`src/rtl/bp_pkg.sv`:
```
// Shared types and helpers for the branch-predictor update controller.
package bp_pkg;

   // 2-bit direction counter encodings
   localparam logic [1:0] SNT = 2'b00;
   localparam logic [1:0] WNT = 2'b01;
   localparam logic [1:0] WT  = 2'b10;
   localparam logic [1:0] ST  = 2'b11;

   typedef enum logic [1:0] {INIT, IDLE, S_BHT, S_PHT} upd_state_e;

   // Saturating counter step toward the resolved direction
   function automatic logic [1:0] ctr_next(input logic [1:0] ctr, input logic taken);
      logic [1:0] nxt;
      nxt = ctr;
      unique case (ctr)
         SNT: nxt = taken ? WNT : SNT;
         WNT: nxt = taken ? WT  : SNT;
         WT:  nxt = taken ? ST  : WNT;
         ST:  nxt = taken ? ST  : WT;
      endcase
      return nxt;
   endfunction

endpackage

```
`src/rtl/bp_upd_fifo.sv`:
```
// Small synchronous FIFO for resolved-branch updates. A push while full is
// accepted when a pop happens in the same cycle.
module bp_upd_fifo #(
   parameter int unsigned Depth = 4,
   parameter int unsigned Width = 11
) (
   input  logic             clk_i,
   input  logic             rst_i,
   input  logic             push_i,
   input  logic             pop_i,
   input  logic [Width-1:0] wdata_i,
   output logic [Width-1:0] rdata_o,
   output logic             full_o,
   output logic             empty_o
);

   localparam int unsigned AW = $clog2(Depth);

   logic [Width-1:0] mem_q [Depth];
   logic [AW-1:0]    wr_ptr_q, rd_ptr_q;
   logic [AW:0]      cnt_q;
   logic             do_push, do_pop;

   assign full_o  = (cnt_q == (AW + 1)'(Depth));
   assign empty_o = (cnt_q == '0);
   assign do_pop  = pop_i && !empty_o;
   assign do_push = push_i && (!full_o || do_pop);
   assign rdata_o = mem_q[rd_ptr_q];

   // Storage array, no reset needed
   always_ff @(posedge clk_i) begin
      if (do_push) begin
         mem_q[wr_ptr_q] <= wdata_i;
      end
   end

   // Pointers and occupancy
   always_ff @(posedge clk_i) begin
      if (rst_i) begin
         wr_ptr_q <= '0;
         rd_ptr_q <= '0;
         cnt_q    <= '0;
      end else begin
         if (do_push) wr_ptr_q <= wr_ptr_q + AW'(1);
         if (do_pop)  rd_ptr_q <= rd_ptr_q + AW'(1);
         if (do_push && !do_pop) begin
            cnt_q <= cnt_q + (AW + 1)'(1);
         end else if (do_pop && !do_push) begin
            cnt_q <= cnt_q - (AW + 1)'(1);
         end
      end
   end

endmodule

```
`src/rtl/bp_update_ctrl.sv`:
```
// Local-history predictor update sequencer: post-reset table sweep, then one
// serialized BHT-read / PHT-read / write per queued branch outcome.
module bp_update_ctrl
   import bp_pkg::*;
#(
   parameter int unsigned BHT_DEPTH  = 10,
   parameter int unsigned PHT_DEPTH  = 6,
   parameter int unsigned FIFO_DEPTH = 4
) (
   input  logic                 clk,
   input  logic                 rst,
   input  logic                 upd_valid,
   input  logic [31:0]          upd_pc,
   input  logic                 upd_taken,
   output logic [BHT_DEPTH-1:0] bht_raddr,
   input  logic [PHT_DEPTH-1:0] bht_rdata,
   output logic [PHT_DEPTH-1:0] pht_raddr,
   input  logic [1:0]           pht_rdata,
   output logic                 bht_we,
   output logic [BHT_DEPTH-1:0] bht_waddr,
   output logic [PHT_DEPTH-1:0] bht_wdata,
   output logic                 pht_we,
   output logic [PHT_DEPTH-1:0] pht_waddr,
   output logic [1:0]           pht_wdata,
   output logic                 init_busy,
   output logic                 upd_drop,
   output logic [15:0]          drop_cnt
);

   localparam int unsigned EntryW = BHT_DEPTH + 1;

   upd_state_e           state_q, state_d;
   logic [BHT_DEPTH-1:0] idx_q, idx_d;
   logic [BHT_DEPTH-1:0] upd_idx_q;
   logic                 taken_q;
   logic [PHT_DEPTH-1:0] bhr_q;
   logic [BHT_DEPTH-1:0] bht_raddr_q;
   logic [PHT_DEPTH-1:0] pht_raddr_q;
   logic                 drop_q;
   logic [15:0]          drop_cnt_q;

   logic                 push, pop, drop, full, empty;
   logic [EntryW-1:0]    fifo_rdata;
   logic                 unused_pc;

   assign unused_pc = ^{upd_pc[31:BHT_DEPTH+2], upd_pc[1:0]};

   assign push      = upd_valid && (state_q != INIT);
   assign pop       = (state_q == IDLE) && !empty;
   assign drop      = push && full && !pop;
   assign init_busy = rst || (state_q == INIT);
   assign upd_drop  = drop_q;
   assign drop_cnt  = drop_cnt_q;

   bp_upd_fifo #(
      .Depth (FIFO_DEPTH),
      .Width (EntryW)
   ) u_fifo (
      .clk_i   (clk),
      .rst_i   (rst),
      .push_i  (push),
      .pop_i   (pop),
      .wdata_i ({upd_pc[BHT_DEPTH+1:2], upd_taken}),
      .rdata_o (fifo_rdata),
      .full_o  (full),
      .empty_o (empty)
   );

   // Next state, read addresses and table write strobes
   always_comb begin
      state_d   = state_q;
      idx_d     = idx_q;
      bht_raddr = bht_raddr_q;
      pht_raddr = pht_raddr_q;
      bht_we    = 1'b0;
      bht_waddr = '0;
      bht_wdata = '0;
      pht_we    = 1'b0;
      pht_waddr = '0;
      pht_wdata = '0;
      unique case (state_q)
         INIT: begin
            bht_we    = 1'b1;
            bht_waddr = idx_q;
            pht_we    = ((idx_q >> PHT_DEPTH) == '0);
            pht_waddr = idx_q[PHT_DEPTH-1:0];
            pht_wdata = WT;
            idx_d     = idx_q + BHT_DEPTH'(1);
            if (idx_q == '1) state_d = IDLE;
         end
         IDLE: begin
            if (!empty) begin
               bht_raddr = fifo_rdata[EntryW-1:1];
               state_d   = S_BHT;
            end
         end
         S_BHT: begin
            pht_raddr = bht_rdata;
            state_d   = S_PHT;
         end
         S_PHT: begin
            bht_we    = 1'b1;
            bht_waddr = upd_idx_q;
            bht_wdata = {bhr_q[PHT_DEPTH-2:0], taken_q};
            pht_we    = 1'b1;
            pht_waddr = bhr_q;
            pht_wdata = ctr_next(pht_rdata, taken_q);
            state_d   = IDLE;
         end
      endcase
      // Reset kills any write in flight, including the INIT sweep
      if (rst) begin
         bht_we = 1'b0;
         pht_we = 1'b0;
      end
   end

   // State, latched update context and drop bookkeeping
   always_ff @(posedge clk) begin
      if (rst) begin
         state_q     <= INIT;
         idx_q       <= '0;
         upd_idx_q   <= '0;
         taken_q     <= 1'b0;
         bhr_q       <= '0;
         bht_raddr_q <= '0;
         pht_raddr_q <= '0;
         drop_q      <= 1'b0;
         drop_cnt_q  <= '0;
      end else begin
         state_q     <= state_d;
         idx_q       <= idx_d;
         bht_raddr_q <= bht_raddr;
         pht_raddr_q <= pht_raddr;
         if (pop) {upd_idx_q, taken_q} <= fifo_rdata;
         if (state_q == S_BHT) bhr_q <= bht_rdata;
         drop_q <= drop;
         if (drop && (drop_cnt_q != 16'hFFFF)) drop_cnt_q <= drop_cnt_q + 16'd1;
      end
   end

endmodule

```
`config.mk`:
```
export PLATFORM = sky130hd
export DESIGN_NAME = bp_update_ctrl
export DESIGN_NICKNAME = d
export VERILOG_FILES = /design/src/rtl/bp_pkg.sv /design/src/rtl/bp_upd_fifo.sv /design/src/rtl/bp_update_ctrl.sv
export SDC_FILE = /design/constraint.sdc
export NUM_CORES = 1
export LEC_CHECK = 0
export BUFFER_PORTS_ARGS = -buffer_cell sky130_fd_sc_hd__buf_2
export CAP_MARGIN = 15
export CORE_MARGIN = 2
export CORE_UTILIZATION = 49
export DETAILED_ROUTE_END_ITERATION = 6
export HOLD_SLACK_MARGIN = 0.05
export PLACE_DENSITY = 0.73
export SYNTH_ARGS = -nofsm -noshare
export SYNTH_HDL_FRONTEND = slang
export SYNTH_SLANG_ARGS = --single-unit
```
`constraint.sdc`:
```
create_clock -name clk -period 2.4 [get_ports clk]
set_clock_uncertainty 0.1 [all_clocks]
set_input_delay 0.6 -clock clk [delete_from_list [all_inputs] [get_ports clk]]
set_output_delay 0.6 -clock clk [all_outputs]
set_load 0.1 [all_outputs]
```
; ---- After elaboration in Yosys (flattened, before gate mapping)
; Memory sizes are Yosys's and may differ from the RTL's. A register that Yosys moved wholly into a read port is not among the register bits.
; Index checks and enable logic that the tools add are counted.
[totals]
register_bits = 69
ram_bits = 44
out_inout_bits = 60
wordCells = 79
mem_count = 1
[memory_table]
columns = memory, words, width, rd, rd_ports_with_merged_regs, write_ports, line
row1 = u_fifo.mem_q, 4, 11, 1, 1, 1, bp_upd_fifo.sv:19  ; logic [Width-1:0] mem_q [Depth];
[op_classes]
addsub = 6
n_eq_ne = 11
muxes = 25
n_reduce_logical = 24
[op_table]
columns = op, count
row1 = 10-bit two-way mux, 2
row2 = 10-bit one-hot mux with 2 select lines, 1
row3 = 16-bit by 1-bit adder with 16-bit output (second input constant), 1
row4 = 16-bit != test (second input constant), 1
row5 = 2-bit one-hot mux with 4 select lines, 2
row6 = 2-bit two-way mux, 6
row7 = 6-bit two-way mux, 2
row8 = 6-bit one-hot mux with 2 select lines, 1
row9 = 10-bit by 1-bit adder with 10-bit output (second input constant), 1
row10 = 10-bit == test (second input constant), 1
row11 = 10-bit logical NOT, 1
row12 = 1-bit logical AND, 9
row13 = 2-bit == test (second input constant), 4
row14 = 1-bit two-way mux, 7
row15 = 3-bit two-way mux, 2
row16 = 1-bit logical NOT, 5
row17 = 2-bit by 1-bit adder with 2-bit output (second input constant), 2
row18 = 2-bit by 1-bit == test with 1-bit output (second input constant), 2
row19 = 2-bit logical NOT, 2
row20 = 2-bit one-hot mux with 2 select lines, 1
row21 = 2-bit nonzero test, 2
row22 = 3-bit by 1-bit adder with 3-bit output (second input constant), 1
row23 = 3-bit == test (second input constant), 1
row24 = 3-bit logical NOT, 1
row25 = other kinds (7), 8

; ---- Logic depth before layout (Yosys ltp)
; Gate-level depths: netlist of the first run.
[depth]
ltp_word = 10
ltp_mapped = 11
depth_no_buf = 10

; ---- Hierarchy
; From an unflattened synthesis of the first run, not the netlist that was laid out.
[unflattened]
cells_unflattened = 473
area_unflattened_um2 = 4923.5
[modules_own_cells]
columns = mod, n_inst, cells_each, area_each_um2, seq_area_each_um2
row1 = bp_update_ctrl, 1, 368, 2860.2, 1241.2
row2 = bp_upd_fifo, 1, 105, 2063.2, 1501.4

; ---- Worst setup path before layout of the first run
; No wires, ideal clock.
[synth_path]
kind = register to output
startpoint = register state_q[0]
endpoint = output port pht_we
arrival_ns = 2.999
path_slack_ns = -1.299
path_stages_with_launch = 5
path_buffers = 1
path_cell_list = dfxtp_1 > inv_1 > ha_1 > clkbuf_1 > nor3_1
[synth_between]
elab_chain_len = 3
word_cells_on_any_way = 4
[synth_rtl]
columns = item, line
row1 = start: declaration, bp_update_ctrl.sv:32  ; upd_state_e state_q, state_d;
row2 = start signal: assignment, bp_update_ctrl.sv:131  ; state_q <= state_d;
row3 = 2-bit == test or 2-bit logical NOT (tied branches), bp_update_ctrl.sv:81  ; unique case (state_q)
row4 = 1-bit one-hot mux with 2 select lines (*), bp_update_ctrl.sv:81
row5 = 1-bit two-way mux (*), bp_update_ctrl.sv:112  ; if (rst) begin
row6 = end: declaration, bp_update_ctrl.sv:22  ; output logic pht_we,
; Mark *: on every way between the ends. The rest lies on a longest branch, timed or not.

==> reports/results.ini, run 1 <==
[run_status]
status = finished with violations
violations = setup timing

[clocking]
clock_latency_ps = 520
cts_tree = done
ctsHoldBuffers = 0
max-clock-path-buffers = 2
clock-root-buffer = clkbuf_8
cts_max_level = 4
clk_pin_slew_ps = 60
cts_buffers = 17
cts_sinks = 115

[placed_design]
dp_hpwl_um = 7940
routabilityCongestion = 0.821
io_buffers = 81
pre_cts_slack_ps = 10.2

[floorplan]
rows = 36
ioPinCount = 104
initial_core_util = 0.506
die_y_um = 105
die_w_um = 105
core_sq_um = 9820
die_area_sq_um = 11000

[sta]
period_needed_ps = 2620
max_freq_ghz = 0.381
hold_violations = 0
setup_tns_ps = -5400
maxSlewHeadroom = 0.569
setup_viol = 42
rsz0062_at_grt = yes
drv_slew = 0
fin_ws_ps = -222
post-route-period-util = 1.09
worstMarginPinSlew_ps = 641

[global_route]
grt_pass1_wl_um = 24700
grt_pass1_vias = 4672
gr-usage-all-layers = 0.291
antenna_found_initial = 0
grt_overflow = 0
grt_max_degree = 36

[detailed_routing]
route.vias.total = 4462
wl_per_cell_um = 20.8
via_per_inst = 5.88
first_pass_iters = 5
ant_nets = 0
drt_iter0_drc = 255
drc = 0
wl_um = 15800

[power]
pwr-share-seq = 0.359
clkPwrFrac = 0.415
cellPowerDensity_nw_per_um2 = 727
p_sw_frac = 0.319
irDropWorstVdd_v = 0.000597
leakagePower_nw = 3.11
p_sw_mw = 1.88
intPower_mw = 4.02
combPwrFrac = 0.226
total_power_mw = 5.90

[worst_setup_path]
cp.arrival_ps = 1920
endpoint_kind = primary output
cp.required_ps = 1700
crit_type = reg2out
critical_path.max_fanout = 6
cp-start-kind = flip-flop

[synth]
synthCells = 477
synth_area_per_cell_sq_um = 10.4
synth_area_leader_cell = dfxtp_1
synthTopCellsByArea = dfxtp_1 29%, edfxtp_1 27%, nand2_1 6.1%
ys_seq_area_frac = 0.552
synth_nets = 533
synth_edf_count = 44
yosysWarnings = 0
yosysUniqueCellTypes = 52
synth_mux_area_frac = 0.0670
yosysTopAreaCellShare = 0.286
synth_area_sq_um = 4970
synthXorXnorAreaFrac = 0.0194
synth-simple-area-share = 0.184
dominantRegCellSynth = dfxtp_1
synth_top_family_by_area = simple AND/OR/NAND/NOR gates
synth-compound-area-share = 0.107
synth-seq-cells = 115
synth_async_sr_flop_share = 0
synthAdderAreaFrac = 0.0358

[final_layout]
drive_above_1_share = 0.506
postLayoutCoreUtil = 0.826
finalNetCount = 669
area_delta_synth_final_pct = 63.3
n_antenna_cell = 0

[run]
cap_violations = 0

[min_path]
hold_class = in2reg

==> worst max-delay path, stage by stage (launching register included) <==
cell and delay (ps):
dfxtp_4 390, buf_12 140, mux4_2 530, nand2_4 100
nand2_4 70, buf_12 170
==> what timing repair did <==
| action | in CTS | in global routing |
|---|---|---|
| endpoints found under the setup margin | 42 | 50 |
| gates resized for setup | 141 | 30 |
| setup buffers | 24 | 8 |
| pin swaps | 44 | 21 |
| cloned | 7 | 2 |
| endpoints found under the hold margin | 0 | 0 |
==> routing by layer <==
metal,track usage,wire length (um),up-vias
li1,-,-,1985
met1,0.333,6140,2201
met2,0.508,8260,216
met3,0.0624,799,60
met4,0.159,593,0
met5,0,0,-
==> layout by cell type, fill, tap and decap left out, drive strengths merged, types with 8 or more instances in the layout <==
cell | Yosys | layout
buf | 6 | 138
nand2 | 81 | 81
dfxtp | 71 | 71
a21oi | 55 | 55
edfxtp | 44 | 44
inv | 23 | 33
nor2 | 30 | 30
clkbuf | 17 | 18
o21ai | 13 | 13
mux4 | 11 | 11
ha | 11 | 11
and2 | 9 | 9
nand3 | 8 | 8
==> power by group through the flow <==
stage	Clock (mW)	Sequential (mW)	Combinational, mW
global placement	0	2.14	1.05
CTS	2.44	2.11	1.28
floorplan	0	2.14	0.712
finish	2.45	2.12	1.33
detailed placement	0	2.15	1.07
global route	2.58	2.12	1.37
==> state kept, by name, indices dropped and copies added (netlist names), 3 cells and up, named ones only <==
signal and flops:
drop_cnt 16, upd_idx_q 10, pht_raddr_q 6, bht_raddr_q 10
u_fifo.mem_q 44, bhr_q 6, idx_q 10, u_fifo.cnt_q 3
==> through the flow <==
step / cell area [sq um] / hold slack, ps / cells
floorplan: 5210 / 336 / 477
CTS: 8010 / 184 / 754
detailed placement: 6510 / 347 / 691
finish: 8110 / 189 / 759
global placement: 6510 / 346 / 691
global route: 8110 / 182 / 759
==> cell type report <==
| type | count | area (sq um) |
|---|---|---|
| fillers | 470 | 1710 |
| multi-input cells | 317 | 2770 |
| clock buffers | 17 | 414 |
| repair buffers | 139 | 1720 |
| well taps | 133 | 166 |
| flip-flops and latches | 115 | 2770 |
| inverters | 23 | 104 |
| clock inverters | 15 | 158 |
==> final timing paths <==
check                                start                           end  slack [ps]  depth (start not counted)
setup / recovery                 flip-flop                  bht_raddr[1]        -220                          5
hold / removal                   upd_pc[6]  u_fifo.mem_q[0][5]$_DFFE_PP_         190                          1
setup reg to reg   state_q[0]$_SDFFE_PP0P_  u_fifo.cnt_q[2]$_SDFFE_PP0P_          50                         10
hold reg to reg   drop_cnt[5]$_SDFFE_PP0P_      drop_cnt[5]$_SDFFE_PP0P_         380                          2
==> cell usage after synthesis (5+ instances only) <==
cell type,instances
dfxtp_1,71
ha_1,11
a21oi_1,55
xor2_1,7
mux4_2,11
nor2_1,30
and3_1,6
edfxtp_1,44
o21ai_0,13
nand2_1,81
clkbuf_1,17
nor3_1,6
nand3_1,8
nand2b_1,7
inv_1,23
and2_1,8
nand4_1,5
==> logic make-up after synthesis <==
logic type	count (synthesis)
simple gates	181
flops	115
compound gates	91
buf+inv	46
mux	19
fa+ha+maj	14
xor+xnor	11
Note: power is estimated with default switching activity, not from simulation.
==> inputs of run 2 (changes only) <==
--- a/config.mk
+++ b/config.mk
@@ -8,10 +8,10 @@
 export BUFFER_PORTS_ARGS = -buffer_cell sky130_fd_sc_hd__buf_2
 export CAP_MARGIN = 15
 export CORE_MARGIN = 2
-export CORE_UTILIZATION = 49
+export CORE_UTILIZATION = 54
 export DETAILED_ROUTE_END_ITERATION = 6
 export HOLD_SLACK_MARGIN = 0.05
-export PLACE_DENSITY = 0.73
+export PLACE_DENSITY = 0.79
 export SYNTH_ARGS = -nofsm -noshare
 export SYNTH_HDL_FRONTEND = slang
 export SYNTH_SLANG_ARGS = --single-unit
==> constraint.sdc (replaced) <==
create_clock -name clk -period 2.5 [get_ports clk]
set_clock_uncertainty 0.1 [all_clocks]
set_input_delay 0.625 -clock clk [delete_from_list [all_inputs] [get_ports clk]]
set_output_delay 0.625 -clock clk [all_outputs]
set_load 0.1 [all_outputs]
==> reports/results.ini, run 2 (synthesis results as in run 1) <==
[worst_setup_path]
crit_type = reg2out
critical_path.max_fanout = 6
timing.rr.start = state_q[1]$_SDFFE_PP0P_
cp-start-kind = flip-flop
cp.arrival_ps = 1980
reg2reg_depth = 9
cp.required_ps = 1770
endpoint_kind = primary output

[final_layout]
area_delta_synth_final_pct = 60.9
n_antenna_cell = 0
final_common_cell = dfxtp_1
regMostFlops = u_fifo.mem_q
drive_above_1_share = 0.490
finalNetCount = 667
fill_cells = 273
final_cell_mix = 61 x dfxtp_1, 48 x buf_12, 44 x edfxtp_1
largest_reg_flops = 44

[power]
irDropWorstVdd_v = 0.000576
leakagePower_nw = 3.15
total_power_mw = 5.93
cellPowerDensity_nw_per_um2 = 742

[run]
cap_violations = 0

[floorplan]
initial_core_util = 0.564
die_y_um = 99.9
die_w_um = 99.9
rows = 34
ioPinCount = 104
die_area_sq_um = 9980
core_sq_um = 8810

[sta]
rsz0062_at_grt = yes
max_freq_ghz = 0.369
hold_violations = 0
period_needed_ps = 2710
worstMarginPinSlew_ps = 756
fin_ws_ps = -209
maxSlewHeadroom = 0.492
setup_tns_ps = -4190
post-route-period-util = 1.08
setup_viol = 38
drv_slew = 0

[global_route]
grt_pass1_wl_um = 25600
gr-usage-all-layers = 0.345
grt_overflow = 0
antenna_found_initial = 0
grt_max_degree = 37
grt_pass1_vias = 4621

[detailed_routing]
wl_um = 19800
route.vias.total = 4867
wl_per_cell_um = 27.1
drc = 17
first_pass_iters = 7
via_per_inst = 6.65
drt_iter0_drc = 638
ant_nets = 0

[placed_design]
io_buffers = 81
dp_hpwl_um = 8050
routabilityCongestion = 0.852

[clocking]
ctsHoldBuffers = 0
clock-root-buffer = clkbuf_8
clk_pin_slew_ps = 60
cts_buffers = 17
cts_max_level = 4
clock_latency_ps = 540
max-clock-path-buffers = 2
cts_tree = done
cts_sinks = 115

[min_path]
hp-start = upd_pc[10]
hold_class = in2reg
worstHoldPathCells = 1

[run_status]
status = finished with violations
violations = DRC, setup timing

## run 2: cell types whose count changed in the layout (fill, tap and decap cells not counted), moves of 4 or more
cell     before  now
nand2_2      21   27
dfxtp_2      16    7
nand2_4      18   12
inv_4         7    3
dfxtp_1      52   61
## run 2: critical path, cell delays in order, from the launching register on
cell	delay, ps
dfxtp_4	390
buf_12	140
mux4_2	540
nand2_2	120
nand2_2	90
buf_12	180
## run 2: final timing paths
path         slack [ps]                           end
max                -210                  bht_raddr[6]
min                 200  u_fifo.mem_q[2][9]$_DFFE_PP_
max reg2reg         -80      drop_cnt[4]$_SDFFE_PP0P_
min reg2reg         410     upd_idx_q[2]$_SDFFE_PP0P_
## run 2: what timing repair did
item	CTS	global route
gates resized for setup	112	47
setup buffers	21	10
endpoints found under the setup margin	42	47
pin swaps	35	21
cloned	4	1
## run 2: power breakdown
part	switching [mW]	internal (mW)	total, mW
Combinational	0.811	0.519	1.33
Sequential	0.0647	1.99	2.05
Clock	0.997	1.55	2.55
Total	1.87	4.05	5.93
## run 2: per-layer routing
layer / share of wire / GRT usage / vias up
met3: 0.091 / 0.0571 / 152
met5: 0 / 0 / -
met1: 0.33 / 0.385 / 2298
met4: 0.082 / 0.160 / 0
met2: 0.50 / 0.641 / 444
li1: - / - / 1973
## run 2: final cells by class
| class | count | area [sq um] | area share |
|---|---|---|---|
| sequential | 115 | 2760 | 0.346 |
| clock buffer | 17 | 414 | 0.0518 |
| inverter | 23 | 93.8 | 0.0117 |
| clock inverter | 15 | 196 | 0.0246 |
| tap | 108 | 135 | 0.0169 |
| multi-input combinational | 316 | 2710 | 0.339 |
| timing repair buffer | 138 | 1680 | 0.210 |
## run 2: metrics by stage
stage	worst slack (ps)	cells	hold slack, ps	cell area [sq um]	util
floorplan	-384	477	336	5200	-
global placement	124	665	346	6430	0.731
detailed placement	62.8	665	352	6430	0.731
CTS	-174	722	202	7710	0.876
global route	-240	732	196	7990	0.908
finish	-209	732	202	7990	0.908
